### config.mk
export PLATFORM = sky130hd
export DESIGN_NAME = ms_timer
export DESIGN_NICKNAME = d
export VERILOG_FILES = /design/src/rtl/ms_timer_pkg.sv /design/src/rtl/tick_watchdog.sv /design/src/rtl/ms_timer.sv
export SDC_FILE = /design/constraint.sdc
export NUM_CORES = 1
export LEC_CHECK = 0
export ABC_AREA = 1
export CAP_MARGIN = 15
export CORE_MARGIN = 3
export CORE_UTILIZATION = 41
export DETAILED_ROUTE_END_ITERATION = 12
export PLACE_DENSITY = 0.63
export SLEW_MARGIN = 10
export SYNTH_ARGS = -nofsm -noshare
export SYNTH_HDL_FRONTEND = slang
export SYNTH_SLANG_ARGS = --single-unit
### constraint.sdc
create_clock -name clk -period 2.2 [get_ports clk]
set_input_delay 0.22 -clock clk [delete_from_list [all_inputs] [get_ports clk]]
set_output_delay 0.22 -clock clk [all_outputs]
set_load 0.01 [all_outputs]
### src/rtl/ms_timer_pkg.sv
// Shared definitions for the millisecond countdown timer and its tick supervisor.
package ms_timer_pkg;

    typedef enum logic {
        ST_IDLE = 1'b0,
        ST_RUN  = 1'b1
    } state_e;

    localparam int unsigned DEFAULT_CNT_W        = 16;
    localparam int unsigned DEFAULT_TICK_TIMEOUT = 1100;

endpackage

### src/rtl/tick_watchdog.sv
// Flags a missing periodic tick: sets a sticky 'lost' after TIMEOUT enabled cycles
// without a tick. 'clear' restarts supervision and drops the flag.
module tick_watchdog #(
    parameter int unsigned TIMEOUT = 1100
) (
    input  logic clk,
    input  logic rst_n,
    input  logic enable,
    input  logic clear,
    input  logic tick,
    output logic lost
);

    localparam int unsigned CntW = $clog2(TIMEOUT + 1);
    localparam logic [CntW-1:0] Limit = CntW'(TIMEOUT);

    logic [CntW-1:0] cnt_q, cnt_d;
    logic            lost_q, lost_d;

    always_comb begin
        cnt_d  = cnt_q;
        lost_d = lost_q;
        if (clear) begin
            cnt_d  = '0;
            lost_d = 1'b0;
        end else if (!enable || tick) begin
            cnt_d = '0;
        end else if (cnt_q != Limit) begin
            // Saturate at the limit so a long outage cannot wrap the counter.
            cnt_d = cnt_q + 1'b1;
            if (cnt_d == Limit) begin
                lost_d = 1'b1;
            end
        end
    end

    always_ff @(posedge clk or negedge rst_n) begin
        if (!rst_n) begin
            cnt_q  <= '0;
            lost_q <= 1'b0;
        end else begin
            cnt_q  <= cnt_d;
            lost_q <= lost_d;
        end
    end

    assign lost = lost_q;

endmodule

### src/rtl/ms_timer.sv
// Programmable millisecond countdown timer with one-shot / auto-reload modes,
// driven by a 1 ms tick strobe and supervised by a tick watchdog.
module ms_timer
    import ms_timer_pkg::*;
#(
    parameter int unsigned CNT_W        = DEFAULT_CNT_W,
    parameter int unsigned TICK_TIMEOUT = DEFAULT_TICK_TIMEOUT
) (
    input  logic             clk,
    input  logic             rst_n,
    input  logic             tick_1ms,
    input  logic             start,
    input  logic             stop,
    input  logic [CNT_W-1:0] load_val,
    input  logic             auto_reload,
    output logic             busy,
    output logic [CNT_W-1:0] remaining,
    output logic             expired,
    output logic             tick_lost
);

    localparam logic [CNT_W-1:0] One = CNT_W'(1);

    state_e           state_q, state_d;
    logic [CNT_W-1:0] remaining_q, remaining_d;
    logic [CNT_W-1:0] reload_q, reload_d;
    logic             mode_q, mode_d;
    logic             expired_q, expired_d;

    logic start_acc;
    logic wd_enable;

    // stop always wins, so a start is only honoured without a concurrent stop.
    assign start_acc = start && !stop;
    assign wd_enable = (state_q == ST_RUN) && !stop;

    always_comb begin
        state_d     = state_q;
        remaining_d = remaining_q;
        reload_d    = reload_q;
        mode_d      = mode_q;
        expired_d   = 1'b0;

        if (stop) begin
            state_d     = ST_IDLE;
            remaining_d = '0;
        end else if (start) begin
            if (load_val != '0) begin
                state_d     = ST_RUN;
                remaining_d = load_val;
                reload_d    = load_val;
                mode_d      = auto_reload;
            end else begin
                // A zero interval expires immediately and never enters RUN.
                state_d     = ST_IDLE;
                remaining_d = '0;
                expired_d   = 1'b1;
            end
        end else if (state_q == ST_RUN && tick_1ms) begin
            if (remaining_q > One) begin
                remaining_d = remaining_q - One;
            end else begin
                expired_d = 1'b1;
                if (mode_q) begin
                    remaining_d = reload_q;
                end else begin
                    remaining_d = '0;
                    state_d     = ST_IDLE;
                end
            end
        end
    end

    always_ff @(posedge clk or negedge rst_n) begin
        if (!rst_n) begin
            state_q     <= ST_IDLE;
            remaining_q <= '0;
            reload_q    <= '0;
            mode_q      <= 1'b0;
            expired_q   <= 1'b0;
        end else begin
            state_q     <= state_d;
            remaining_q <= remaining_d;
            reload_q    <= reload_d;
            mode_q      <= mode_d;
            expired_q   <= expired_d;
        end
    end

    tick_watchdog #(
        .TIMEOUT (TICK_TIMEOUT)
    ) u_tick_watchdog (
        .clk    (clk),
        .rst_n  (rst_n),
        .enable (wd_enable),
        .clear  (start_acc),
        .tick   (tick_1ms),
        .lost   (tick_lost)
    );

    assign busy      = (state_q == ST_RUN);
    assign remaining = remaining_q;
    assign expired   = expired_q;

    // A running interval is never empty and never exceeds its reload value.
    a_run_nonzero : assert property (@(posedge clk) disable iff (!rst_n)
        busy |-> (remaining_q != '0));
    a_run_bounded : assert property (@(posedge clk) disable iff (!rst_n)
        busy |-> (remaining_q <= reload_q));

endmodule
==> reports/metrics.yaml <==
num_antenna_cells: 0
die-area_um2: 8510
nets: 532
routedWlPerCell_um: 13.7
rsz0062_at_grt: "false"
multi_input_area_um2: 1630
ys_top_cells_by_area: "dfrtp_1, nand2_1, nand3_1"
cp.arrival_ns: 2.07
drt_iter0_markers: 143
drv_slew: 0
layout_common_cells: "nand2_1, nor2_1, dfrtp_1, inv_1, nand3_1"
cts_setup_buffers: 0
cts_sinks: 47
hold_path.class: "primary input to async pin"
finalInstanceArea_um2: 3660
crit_fanout: 18
async_reset_ff_share_pct: 100
routed_wl_um: 8260
critPathLaunchType: "flip-flop"
ioPinCount: 41
final_hold_viol_count: 0
clockRootBuffer: "clkbuf_8"
route.detailed.drc: 0
ctsLongestPathBuffers: 2
cts_buffers: 5
layout-drive-gt1-share_pct: 6.92
grt_pass1_wl_um: 14000
firstDrtPassIters: 4
area.growth.synth_to_final_pct: 19.8
overflow: 0
ant_nets: 0
hold_buffers: 0
timing.fmax_ghz: 0.547
ys_ff_latch: 47
syn_nets: 488
peakVddDrop_mv: 0.260
ys_types: 29
clk_pin_slew_ns: 0.09
syn-cell-area_um2: 3050
cp.required_ns: 2.45
grtUsageTotal_pct: 20.5
postSynthAreaPerCell_um2: 6.61
yosysTopAreaCell: "dfrtp_1"
final_cells: 602
cp-end-kind: "flip-flop"
yosysTopAreaCellShare_pct: 38.5
grt_max_degree: 48
seq_area_frac_synth_pct: 38.5
port_buffers: 40
layout_commonest_cell: "nand2_1"
gp_congestion: 0.878
synthCells: 462
fin_setup_tns_ns: 0
synth_edf_count: 0
fp.dieH_um: 92.3
whs_ns: 0.00863
vias: 2935
fillers: 758
maxCapViolations: 0
hpwlAfterDp_um: 6400
core.rowCount: 30
cts_max_level: 2
clkLatencyLatePin_ns: 0.30
synth_warnings: 0
core-area_um2: 7020
power_density_nw_per_um2: 639
synth_flop_cell: "dfrtp_1"
outcome: "complete, no violations"
setup_viol: 0
period_share_pct: 83.1
fin_crit_ns: 1.83
die_w_um: 92.3
fin_skew_ns: 0.00686
floorplan.initialDensity_pct: 43.5
placed_area_um2: 3570
grt_pass1_vias: 2887
slew_headroom_pct: 58.9
fin_total_pwr_mw: 2.34
viasPerCell: 4.88
antenna_found_initial: 0
tightestPinTransition_ns: 0.616
path_class: "flip-flop to flip-flop"
leakagePower_nw: 1.83
seq_area_um2: 1180
post_cts_resized: 0
cts_tree: "built"
placed_cells: 595
==> layer usage <==
metal | track usage (%) | vias to the layer above | part of all wire, %
li1 | - | 1524 | -
met1 | 27.5 | 1333 | 47
met2 | 34.4 | 71 | 48
met3 | 3.28 | 7 | 4.6
met4 | 5.32 | 0 | 1.1
met5 | 0 | - | 0
==> report_power, final <==
| group | internal, mW | switching [mW] | leakage [nW] | total [mW] |
|---|---|---|---|---|
| clock | 0.247 | 0.289 | 0.0470 | 0.536 |
| sequential | 0.940 | 0.105 | 0.614 | 1.04 |
| combinational | 0.307 | 0.450 | 1.17 | 0.757 |
| total | 1.49 | 0.844 | 1.83 | 2.34 |
==> worst max-delay path: stages (launching register included) <==
cell	delay [ns]
dfrtp_1	0.42
inv_1	0.11
ha_1	0.24
o21ai_2	0.12
nor2_8	0.16
nand2_4	0.16
inv_2	0.16
nand3_1	0.09
nand3_1	0.11
nand3_1	0.12
nand2_1	0.07
==> Yosys cell counts (2+ instances only) <==
cell type	instances
nand2_1	191
dfrtp_1	47
nor2_1	47
inv_1	46
nand3_1	42
o21ai_0	19
a21oi_1	10
o21ai_1	8
buf_2	7
nor2_2	6
ha_1	4
xnor2_1	4
clkbuf_1	3
nand2_4	3
nand3b_1	3
nor2_4	3
xor2_1	3
inv_2	2
nand4_1	2
nor2_8	2
nor3_1	2
==> cells by family (layout without fill, tap and decap cells) <==
logic type / count (synthesis) / after routing / share of synthesized area (%)
and+or+nand+nor: 303 / 303 / 42.8
buffers and inverters: 60 / 104 / 7.91
DFF: 47 / 47 / 38.5
AOI/OAI and AO/OA: 41 / 41 / 7.09
xor gates and xnor gates: 7 / 7 / 2.01
adders and majority gates: 4 / 4 / 1.64
==> state kept, by name, indices dropped and copies added, names as in the netlist <==
signal,cells
expired,1
u_tick_watchdog.cnt_q,11
busy,1
remaining,16
u_tick_watchdog.lost,1
reload_q,16
mode_q,1
==> metrics by stage <==
step | setup slack [ns] | util [%]
6_report | 0.373 | 52.1
5_1_grt | 0.220 | 52.1
4_1_cts | 0.372 | 52.1
3_5_place_dp | 0.360 | 50.9
3_3_place_gp | 0.353 | 50.9
2_1_floorplan | 0.551 | -
==> worst paths after layout <==
| kind | from | endpoint | slack [ns] | cells after the start |
|---|---|---|---|---|
| setup / recovery | remaining[0] | remaining[5] | 0.37 | 10 |
| hold / removal | rst_n | u_tick_watchdog.cnt_q[4] | 0.009 | 2 |
| setup reg to reg | remaining[0] | remaining[5] | 0.37 | 10 |
| hold reg to reg | reload_q[3] | reload_q[3] | 0.49 | 2 |
| max in group asynchronous | rst_n | u_tick_watchdog.cnt_q[10] | 1.78 | 2 |
| min in group clk | reload_q[3] | reload_q[3] | 0.49 | 2 |
==> final cells by class <==
cell class	count	area share, %
multi-input cells	355	44.7
flip-flops and latches	47	32.2
repair buffers	48	12.5
inverters	49	5.03
well taps	96	3.28
clock buffers	6	2.26
clock inverters	1	0.137
No activity file was read; power rests on OpenSTA's default activity.
